## src/rtl/demux4_pkg.sv

```systemverilog
// Shared types and constants for the 1-to-4 demultiplexer/collector.
package demux4_pkg;
    typedef enum logic {FILL, FULL} state_t;

    localparam int         LANES     = 4;
    localparam logic [3:0] ALL_VALID = 4'b1111;
endpackage

```

## src/rtl/demux4_lane.sv

```systemverilog
// One held output lane: N-bit data register with load enable plus its filled flag.
module demux4_lane #(
    parameter int N = 4
) (
    input  logic         clk,
    input  logic         rst_n,
    input  logic         load_i,
    input  logic         clr_i,
    input  logic [N-1:0] d_i,
    output logic [N-1:0] q_o,
    output logic         valid_o
);
    logic [N-1:0] data_q;
    logic         valid_q;

    // An ack clears only the filled flag; the data stays visible to the consumer.
    always_ff @(posedge clk or negedge rst_n) begin
        if (!rst_n) begin
            data_q  <= '0;
            valid_q <= 1'b0;
        end else if (clr_i) begin
            valid_q <= 1'b0;
        end else if (load_i) begin
            data_q  <= d_i;
            valid_q <= 1'b1;
        end
    end

    assign q_o     = data_q;
    assign valid_o = valid_q;
endmodule

```

## src/rtl/demux4_collect.sv

```systemverilog
// Sequential 1-to-4 demux: steers handshaked words into four held lanes and
// flags a complete frame, stalling the source until the consumer acknowledges.
module demux4_collect
    import demux4_pkg::*;
#(
    parameter int N = 4
) (
    input  logic         clk,
    input  logic         rst_n,
    input  logic [N-1:0] in,
    input  logic         in_valid,
    output logic         in_ready,
    input  logic         auto,
    input  logic [1:0]   sel,
    input  logic         frame_ack,
    output logic [N-1:0] out0,
    output logic [N-1:0] out1,
    output logic [N-1:0] out2,
    output logic [N-1:0] out3,
    output logic [3:0]   out_valid,
    output logic         frame_done
);
    state_t       state_q, state_d;
    logic [1:0]   ptr_q, ptr_d;
    logic         frame_done_q, frame_done_d;
    logic         accept;
    logic [1:0]   lane_idx;
    logic [3:0]   load_vec;
    logic [3:0]   valid_next;
    logic [N-1:0] lane_data [LANES];

    assign in_ready   = rst_n && (state_q == FILL) && !frame_ack;
    assign accept     = in_valid && in_ready;
    assign lane_idx   = auto ? ptr_q : sel;
    assign load_vec   = accept ? (4'b0001 << lane_idx) : 4'b0000;
    assign valid_next = out_valid | load_vec;

    always_comb begin
        state_d      = state_q;
        ptr_d        = ptr_q;
        frame_done_d = 1'b0;
        if (frame_ack) begin
            state_d = FILL;
            ptr_d   = 2'd0;
        end else if (accept) begin
            if (auto)
                ptr_d = ptr_q + 2'd1;
            // Completion depends only on the filled flags, whatever mode filled them.
            if (valid_next == ALL_VALID) begin
                state_d      = FULL;
                frame_done_d = 1'b1;
            end
        end
    end

    always_ff @(posedge clk or negedge rst_n) begin
        if (!rst_n) begin
            state_q      <= FILL;
            ptr_q        <= 2'd0;
            frame_done_q <= 1'b0;
        end else begin
            state_q      <= state_d;
            ptr_q        <= ptr_d;
            frame_done_q <= frame_done_d;
        end
    end

    for (genvar k = 0; k < LANES; k++) begin : g_lane
        demux4_lane #(.N(N)) u_lane (
            .clk     (clk),
            .rst_n   (rst_n),
            .load_i  (load_vec[k]),
            .clr_i   (frame_ack),
            .d_i     (in),
            .q_o     (lane_data[k]),
            .valid_o (out_valid[k])
        );
    end

    assign out0       = lane_data[0];
    assign out1       = lane_data[1];
    assign out2       = lane_data[2];
    assign out3       = lane_data[3];
    assign frame_done = frame_done_q;
endmodule

```

## config.mk

```make
export PLATFORM = sky130hd
export DESIGN_NAME = demux4_collect
export DESIGN_NICKNAME = d
export VERILOG_FILES = /design/src/rtl/demux4_pkg.sv /design/src/rtl/demux4_lane.sv /design/src/rtl/demux4_collect.sv
export SDC_FILE = /design/constraint.sdc
export NUM_CORES = 1
export LEC_CHECK = 0
export BUFFER_PORTS_ARGS = -buffer_cell sky130_fd_sc_hd__buf_4
export CORE_MARGIN = 1.5
export CORE_UTILIZATION = 30
export DETAILED_ROUTE_END_ITERATION = 7
export GPL_TIMING_DRIVEN = 0
export PLACE_DENSITY = 0.54
export SYNTH_ARGS = -nofsm -noshare
export SYNTH_HDL_FRONTEND = slang
export SYNTH_HIERARCHICAL = 1
export SYNTH_SLANG_ARGS = --single-unit
```

## constraint.sdc

```tcl
create_clock -name clk -period 2.8 [get_ports clk]
set_input_delay 0.14 -clock clk [delete_from_list [all_inputs] [get_ports clk]]
set_output_delay 0.14 -clock clk [all_outputs]
set_load 0.005 [all_outputs]
```

* Yosys cells after proc, flatten, opt, wreduce, memory -nomap -nowiden *
Cells that the tools add are included.

storage, ports and cells
  memory bits (read-only) = 0
  memories = 0
  logic and storage cells = 53
  bits in latches = 0
  RAM bits = 0
  bits in registers = 24

cells by class
  shift operators = 1
  add/subtract/negate cells = 1
  $mul = 0
  muxes and demuxes = 19
  reductions and logical operators = 17
  eq/ne operators = 1
  bitwise gates (word level) = 3
  magnitude comparators = 0
  div/mod/pow operators = 0

operators with widths
  operator                                                           number
  1-bit two-way mux                                                  14
  2-bit nonzero test                                                 7
  2-bit AND reduction                                                6
  2-bit two-way mux                                                  4
  4-bit == test, second input constant                               1
  4-bit two-way mux                                                  1
  4-bit bitwise OR                                                   1
  1-bit by 2-bit left shift with 4-bit output, first input constant  1
  1-bit logical AND                                                  3
  2-bit by 1-bit adder with 2-bit output, second input constant      1
  1-bit NOT                                                          2
  1-bit zero test                                                    1

* Logic depth before layout (Yosys ltp) *
Gate-level depths: netlist (run 1).

  word-level depth = 10
  mapped depth = 5

* Modules after synthesis *
The synthesis (run 1) kept the hierarchy.

modules (own cells, without submodules)
  module          instances  sequential area each (sq um)  cells each  area an instance (sq um)
  demux4_lane     4          125.1                         12          191.4
  demux4_collect  1          100.1                         30          304.0

* Worst setup path before layout (run 1) *
Ideal clock, no wire load.

  kind = register to register
  start = reg ptr_q[1]
  end = reg g_lane[1].u_lane.data_q[0]
  path slack = 1271 ps
  cell stages (with the launch flop) = 5
  data arrival time = 1405 ps
  cells stage by stage = dfrtp_1 mux2_4 nor3_2 nor2b_4 mux2_2

between the ends
  longest elaborated chain between the ends = 4

ends and longest elaborated chain
  item                                         RTL line              RTL
  start, declared                              demux4_collect.sv:24  logic [1:0] ptr_q, ptr_d;
  start signal, assigned                       demux4_collect.sv:63  ptr_q <= ptr_d;
  2-bit two-way mux                            demux4_collect.sv:34  assign lane_idx = auto ? ptr_q : sel;
  1-bit by 2-bit left shift with 4-bit output  demux4_collect.sv:35  assign load_vec = accept ? (4'b0001 << lane_idx) : 4'b0000;
  4-bit two-way mux                            demux4_collect.sv:35
  net load_vec[1]                              demux4_collect.sv:28  logic [3:0] load_vec;
  2-bit AND reduction (no source line)         n/a
  end signal, assigned                         demux4_lane.sv:24     data_q <= d_i;
  end, declared                                demux4_lane.sv:13     logic [N-1:0] data_q;

The timed path passes the listed nets, and every way through them passes these cells.
A chain may end at the register's enable or synchronous reset.

* Final worst setup path (run 1) *
  start = in rst_n
  end = reg g_lane[2].u_lane.data_q[3]

between the ends
  longest elaborated chain between the ends = 5

ends and longest elaborated chain
  item                                  RTL line              RTL
  start, declared                       demux4_collect.sv:9   input logic rst_n,
  1-bit logical AND (2 in series)       demux4_collect.sv:32  assign in_ready = rst_n && (state_q == FILL) && !frame_ack;
  1-bit logical AND                     demux4_collect.sv:33  assign accept = in_valid && in_ready;
  4-bit two-way mux                     demux4_collect.sv:35
  net load_vec[2]                       demux4_collect.sv:28
  2-bit AND reduction (no source line)  n/a
  end signal, assigned                  demux4_lane.sv:24
  end, declared                         demux4_lane.sv:13

The timed path passes the listed nets, and every way through them passes these cells.

==> parameters.txt, run 1 <==
Parameter                              Value

Worst setup path
  Data arrival time of the critical path    2.13 ns
  Req. time, crit path    ~3 ns
  Slowest stage cell on the critical path    dlygate4sd3_1
  Kind of critical path    in -> reg
  Critical path buffer and inverter count    2
  Kind of start point of the critical path    input port
  Kind of cell adding the most delay to the critical path    buffers and inverters
  Launching point of the worst reg2reg path    ptr_q[0]$_DFFE_PN0P_
  Type of destination of the critical path    register
  Crit-path max cell delay    between 0.5 and 0.6 ns
  CP max FO    27
  Crit path cell chain    dlygate4sd3_1 > buf_4 > and4bb_2 > nand2_1 > nor2_1 > nor2b_4 > mux2_2
  Flop-to-flop setup slack    ~1.1 ns
  Origin of the worst setup path    rst_n

Run
  Max Cap Viol    0

Place
  Routability cong.    roughly 0.80
  Post-detailed-placement half-perimeter wirelength    1510 µm
  Buffers added on ports    32

Timing
  Final Critical Period    between 1.5 and 2 ns
  Actual slew at the worst max-slew pin    0.323 ns
  Total negative setup slack    0 ns
  Fraction of the cycle the final worst path needs    about 69%
  Clock Skews    approximately 0.0032 ns
  Final hold violation count    0
  Final-report setup violation count    0
  Unrepaired setup endpoints after global routing    false
  Final-report max-slew violation count    0
  Upper clock frequency limit    518 MHz
  Worst slew margin relative to its limit    a little under 80%

Clocking
  Post-CTS Setup Repair Bufs    0
  CTS tree    yes
  Number of cells upsized or downsized after cts    0
  Clock insertion delay at the later pin of the skew report    around 0.30 ns
  Master cell of the clock root buffer    clkbuf_4
  Number of buffers added by the clock tree synthesis step    3
  Clock-pin transition on the worst setup and hold timing paths    0.12 ns
  Longest Clk Path Bufs    2
  Number of buffers inserted for hold repair after clock tree synthesis    1
  Number of levels in the clock H-tree    1
  CTS sink cnt    24

Yosys
  Average instance area after synthesis    roughly 14 µm²
  Post-synthesis share of cell area spent on xor and xnor gates    approximately 1.6%
  Share of the synthesized area in compound gates (AO/OA/AOI/OAI)    ~3.5%
  Top-area cell type share of the netlist area    between 50% and 60%
  Cell area after synthesis    1070 µm²
  Portion of netlist area occupied by mux cells    20.5%
  Most common library cells after synthesis    dfrtp_1, mux2_2, nor2_1
  Post-Syn Instances    78
  Simple-gate portion of the synthesized area    ~18%
  Most used standard cell by instance count after synthesis    dfrtp_1
  Yosys warns    6
  Synthesized Nets    slightly below 90
  Main combinational cell family by area after synthesis    multiplexers
  Main area contributors after synthesis    dfrtp_1, mux2_2, nor2b_4
  Sequential area share after synthesis    between 50% and 60%
  Synth Register Bits    24
  Adder and majority gate portion of the synthesized area    0%
  Top FF cell, synth    dfrtp_1
  Netlist cell types    22
  Yosys top cell by area    dfrtp_1
  Fraction of synthesis flops using an asynchronous set or reset pin    100%
  EDFF count, synth    0

Min path
  Startpoint of the tightest hold check path    in[1]
  Class of the worst hold path    in -> reg

Final layout
  Nets    ~130
  Layout overhead on the synthesized area    30.9%
  Count of antenna diodes in the layout    0
  Post-layout utilization of the core    between 40% and 50%
  Final-layout fill cell count    330
  Share of layout cells above drive strength 1    between 50% and 60%

Outcome
  Result of the run    complete, no violations

Die
  X dimension of the die    62.7 µm
  Die height    roughly 63 µm
  Number of top-level design ports    33
  Core footprint    between 3000 and 4000 µm²
  Starting density of the core    a little under a third
  Site Rows    21
  Die outline area    between 3000 and 4000 µm²

Global routing
  First-pass GRT wire length    approximately 3600 µm
  Largest net degree at the start of global routing    28
  Vias in the first global route    around 760
  Initial antenna violation count    0
  Grt ovf    0
  GRT Resource Usage Total    11.6%

Detailed routing
  Total via count after detailed routing    around 730
  Aggregate routed wire length    around 2100 µm
  Number of iterations in the first detailed-routing pass    4
  Drt drc    0
  DRT iter0 DRCs    21
  Antenna viol nets, final    0
  Per-cell via count in the routed design    roughly 4.5
  Per-cell routed wire length    roughly 13 µm

Power and ir drop
  Static Leak    0.659 nW
  Ratio of total power to cell area    between 500 and 600 nW/µm²
  VDD IR-drop max    0.000314 V
-- metrics by stage --
stage / total power, mW / worst slack (ns) / hold WS (ns) / cell area, µm² / instances
after floorplan: 0.473 / 1.27 / -0.156 / 1070 / 78
after CTS: 0.725 / 0.859 / 0.0743 / 1400 / 160
after global routing: 0.759 / 0.753 / 0.0729 / 1400 / 160
after global placement: 0.573 / 1.08 / 0.0677 / 1370 / 156
final: 0.709 / 0.868 / 0.0888 / 1400 / 160
after detailed placement: 0.577 / 1.06 / 0.0743 / 1370 / 156
-- cell type report --
cell class              count  area, µm²  area share [%]
flip-flops and latches     24        601            42.9
repair buffers             33        250            17.9
clock buffers               3       22.5            1.61
well taps                  46       57.6            4.11
multi-input cells          52        462            33.0
inverters                   2       7.51           0.536
-- flip-flops by register name, summed over array words and instances, names as in the netlist --
signal and cells:
ptr_q 2, g_lane.u_lane/q_o 16, state_q 1, frame_done 1, g_lane.u_lane/valid_o 4
-- worst register-to-register path: cells and delay by family (launching register included) --
family | cells | cell delay, ns
muxes | 2 | 0.66
DFF | 1 | 0.43
and+or+nand+nor | 3 | 0.50
-- kinds of logic after synthesis --
group | after synthesis
AO/OA/AOI/OAI | 5
XOR/XNOR | 2
buffers and inverters | 2
flip-flops | 24
multiplexers | 19
AND/OR/NAND/NOR | 26
-- per-layer routing --
layer / GRT usage (%) / vias to the layer above / routed length, µm
met2: 19.2 / 23 / 984
met3: 3.60 / 2 / 136
met1: 14.5 / 352 / 942
met4: 3.33 / 0 / 8
li1: - / 349 / -
met5: 0 / - / 0
-- worst paths after layout --
| path | end | cells past startpoint |
|---|---|---|
| worst min register to register | g_lane[3].u_lane/q_o[0]$_DFFE_PN0P_ | 1 |
| min in group asynchronous | ptr_q[0]$_DFFE_PN0P_ | 2 |
| worst max-delay path | g_lane[2].u_lane/q_o[3]$_DFFE_PN0P_ | 7 |
| worst max register to register | g_lane[2].u_lane/q_o[3]$_DFFE_PN0P_ | 5 |
| max in group asynchronous | g_lane[2].u_lane/q_o[3]$_DFFE_PN0P_ | 2 |
| worst min-delay path | g_lane[3].u_lane/q_o[1]$_DFFE_PN0P_ | 2 |
-- placed cells by master (no fill, tap or decap) --
master,Yosys,routed
buf_4,0,32
dfrtp_1,24,24
mux2_2,16,16
nor2_1,12,12
nor2b_4,4,4
clkbuf_4,0,3
nand2_1,2,2
nor3_1,2,2
inv_1,2,2
xor2_1,2,2
mux2i_1,1,1
mux2i_2,1,1
and4bb_2,1,1
mux2_4,1,1
nand4bb_4,1,1
nor3_2,1,1
nor3b_1,1,1
a21o_2,1,1
and3_2,1,1
a21oi_1,1,1
o31ai_1,1,1
a22oi_1,1,1
o32ai_1,1,1
nand3_1,1,1
dlygate4sd3_1,0,1
-- report_power, final --
group | internal [mW] | switching, mW | leakage, nW
combinational | 0.0995 | 0.0551 | 0.326
clock | 0.0501 | 0.0908 | 0.0138
sequential | 0.389 | 0.0241 | 0.319
total | 0.539 | 0.170 | 0.659
(Power assumes the default switching activity.)
==> inputs of run 2 (changes only) <==
==> constraint.sdc (replaced) <==
create_clock -name clk -period 1.9 [get_ports clk]
set_input_delay 0.095 -clock clk [delete_from_list [all_inputs] [get_ports clk]]
set_output_delay 0.095 -clock clk [all_outputs]
set_load 0.005 [all_outputs]
==> parameters.txt, run 2 (same netlist as run 1, synthesis figures left out) <==
Parameter                              Value

Power and ir drop
  Relative contribution of combinational cells to total power    21.8% (about the same)
  Static Leak    0.659 nW (unchanged)
  Share of total power in the clock network    19.8% (was 19.9%)
  Internal Dissipation    0.794 mW (was 0.539 mW)
  Ratio of total power to cell area    746 nW/µm² (was 506 nW/µm²)
  Switching share of power    23.9% (was 24.0%)
  Net switching power of the design    0.250 mW (was 0.170 mW)
  Seq pwr share    58.4% (was 58.3%)
  VDD IR-drop max    0.000462 V (was 0.000314 V)

Final layout
  Flip-flop and latch area    601 µm² (unchanged)
  Count of antenna diodes in the layout    0 (unchanged)
  Leading cell type in the layout, fill and taps excluded    buf_4 (unchanged)
  Final cell count without fillers    160 (unchanged)
  Layout overhead on the synthesized area    30.9% (unchanged)
  Nets    127 (unchanged)
  Share of layout cells above drive strength 1    54.4% (unchanged)
  Leading cell types in the layout, fill and taps excluded    buf_4, dfrtp_1, mux2_2, nor2_1, nor2b_4 (unchanged)
  Final-layout fill cell count    330 (unchanged)
  Area taken by multi-input logic gates    462 µm² (unchanged)
  Flip-flop count of the largest register, all copies and words added    16 (unchanged)

Worst setup path
  Kind of critical path    reg -> reg (was in -> reg)
  Type of destination of the critical path    register (unchanged)
  Crit path cell chain    mux2i_2 > nand2_1 > nor2_1 > nor2b_4 > mux2_2 (was dlygate4sd3_1 > buf_4 > and4bb_2 > nand2_1 > nor2_1 > nor2b_4 > mux2_2)
  CP max FO    6 (was 27)
  Slowest stage cell on the critical path    dfrtp_1 (was dlygate4sd3_1)
  Crit Reg-Reg Endpoint    g_lane[2].u_lane/q_o[3]$_DFFE_PN0P_ (unchanged)
  Req. time, crit path    2.09 ns (was 2.99 ns)
  Number of cells on the worst reg-to-reg path    5 (unchanged)
  Crit-path max cell delay    0.43 ns (was 0.52 ns)
  Launching point of the worst reg2reg path    ptr_q[0]$_DFFE_PN0P_ (unchanged)
  Data arrival time of the critical path    1.89 ns (was 2.13 ns)
  Flop-to-flop setup slack    0.21 ns (was 1.10 ns)
  Critical path buffer and inverter count    0 (was 2)
  Kind of cell adding the most delay to the critical path    multiplexers (was buffers and inverters)
  Kind of start point of the critical path    register (was input port)

Min path
  Number of cells on the worst hold path    2 (unchanged)
  Worst min-delay path endpoint    g_lane[2].u_lane/q_o[0]$_DFFE_PN0P_ (was g_lane[3].u_lane/q_o[1]$_DFFE_PN0P_)
  Class of the worst hold path    in -> reg (unchanged)
  Startpoint of the tightest hold check path    in[0] (was in[1])

Global routing
  Largest net degree at the start of global routing    25 (was 28)
  Vias in the first global route    761 (was 759)
  First-pass GRT wire length    3600 µm (was 3610 µm)
  Grt ovf    0 (unchanged)
  GRT Resource Usage Total    11.6% (unchanged)
  Initial antenna violation count    0 (unchanged)

Die
  Number of top-level design ports    33 (unchanged)
  Starting density of the core    31.6% (unchanged)
  Die height    62.7 µm (unchanged)
  X dimension of the die    62.7 µm (unchanged)
  Site Rows    21 (unchanged)
  Die outline area    3930 µm² (unchanged)
  Core footprint    3390 µm² (unchanged)

Timing
  Final hold violation count    0 (unchanged)
  Actual slew at the worst max-slew pin    1.08 ns (was 0.323 ns)
  Fraction of the cycle the final worst path needs    89.2%
  Final-report max-slew violation count    0 (unchanged)
  Upper clock frequency limit    590 MHz
  Clock Skews    0.00250 ns (was 0.00317 ns)
  Total negative setup slack    0 ns (unchanged)
  Final Critical Period    roughly 1.7 ns
  Final-report setup violation count    0 (unchanged)
  Unrepaired setup endpoints after global routing    false (unchanged)
  Worst slew margin relative to its limit    27.9% (was 77.9%)

Clocking
  Clock insertion delay at the later pin of the skew report    0.30 ns (about the same)
  Clock-pin transition on the worst setup and hold timing paths    0.12 ns (about the same)
  Number of levels in the clock H-tree    1 (unchanged)
  CTS tree    yes (unchanged)
  Number of buffers added by the clock tree synthesis step    3 (unchanged)
  Number of buffers inserted for hold repair after clock tree synthesis    1 (unchanged)
  Post-CTS Setup Repair Bufs    0 (unchanged)
  CTS sink cnt    24 (unchanged)
  Master cell of the clock root buffer    clkbuf_4 (unchanged)
  Number of cells upsized or downsized after cts    0 (unchanged)
  Longest Clk Path Bufs    2 (unchanged)

Detailed routing
  Antenna viol nets, final    0 (unchanged)
  Number of iterations in the first detailed-routing pass    4 (unchanged)
  DRT iter0 DRCs    19 (was 21)
  Aggregate routed wire length    2060 µm (was 2070 µm)
  Drt drc    0 (unchanged)
  Per-cell via count in the routed design    4.59 (was 4.54)
  Total via count after detailed routing    734 (was 726)
  Per-cell routed wire length    12.9 µm (was 13.0 µm)

Outcome
  Result of the run    complete, no violations (unchanged)

Run
  Max Cap Viol    0 (unchanged)

Place
  Placed cells    156 (unchanged)
  Post-detailed-placement half-perimeter wirelength    1510 µm (unchanged)
  Routability cong.    0.799 (unchanged)
  Buffers added on ports    32 (unchanged)
==> run 2: cell counts in the layout (fill, tap and decap cells not counted) <==
No cell type changed its count.
==> run 2: final cells by class <==
| cell class | count | area share [%] |
|---|---|---|
| clock buffer | 3 | 1.61 |
| inverter | 2 | 0.536 |
| multi-input combinational | 52 | 33.0 |
| tap | 46 | 4.11 |
| timing repair buffer | 33 | 17.9 |
| sequential | 24 | 42.9 |
==> run 2: per-layer routing <==
| metal | part of all wire (%) | global-route usage, % | up-vias |
|---|---|---|---|
| li1 | - | - | 349 |
| met1 | 45 | 14.7 | 360 |
| met2 | 48 | 19.1 | 23 |
| met3 | 6.7 | 3.60 | 2 |
| met4 | 0.39 | 3.33 | 0 |
| met5 | 0 | 0 | - |
==> run 2: how the worst max path moves through the flow <==
stage	from	to	slack [ns]	depth (start not counted)
final	ptr_q[0]$_DFFE_PN0P_	g_lane[2].u_lane/q_o[3]$_DFFE_PN0P_	0.21	5
after global routing	ptr_q[0]$_DFFE_PN0P_	g_lane[2].u_lane/q_o[3]$_DFFE_PN0P_	0.04	5
after CTS	ptr_q[0]$_DFFE_PN0P_	g_lane[2].u_lane/q_o[1]$_DFFE_PN0P_	0.19	5
after detailed placement	rst_n	g_lane[2].u_lane/q_o[2]$_DFFE_PN0P_	0.21	6
after global placement	ptr_q[0]$_DFFE_PN0P_	g_lane[0].u_lane/q_o[0]$_DFFE_PN0P_	0.22	5
after floorplan	ptr_q[1]$_DFFE_PN0P_	g_lane[1].u_lane/q_o[0]$_DFFE_PN0P_	0.37	4
==> run 2: power groups by stage <==
stage	sequential [mW]	clock, mW	combinational [mW]
finish	0.609	0.207	0.228
global route	0.621	0.247	0.251
global placement	0.617	0	0.227
detailed placement	0.619	0	0.231
CTS	0.611	0.225	0.233
floorplan	0.620	0	0.0771
==> run 2: per-stage QoR <==
step	setup WS (ns)	area, µm²	hold slack, ns	total power, mW	utilization [%]
after floorplan	0.371	1070	-0.201	0.698	-
after global placement	0.218	1370	0.0227	0.845	40.3
after detailed placement	0.206	1370	0.0293	0.850	40.3
after CTS	0.189	1400	0.0293	1.07	41.3
after global routing	0.0367	1400	0.0279	1.12	41.3
final	0.205	1400	0.0451	1.04	41.3
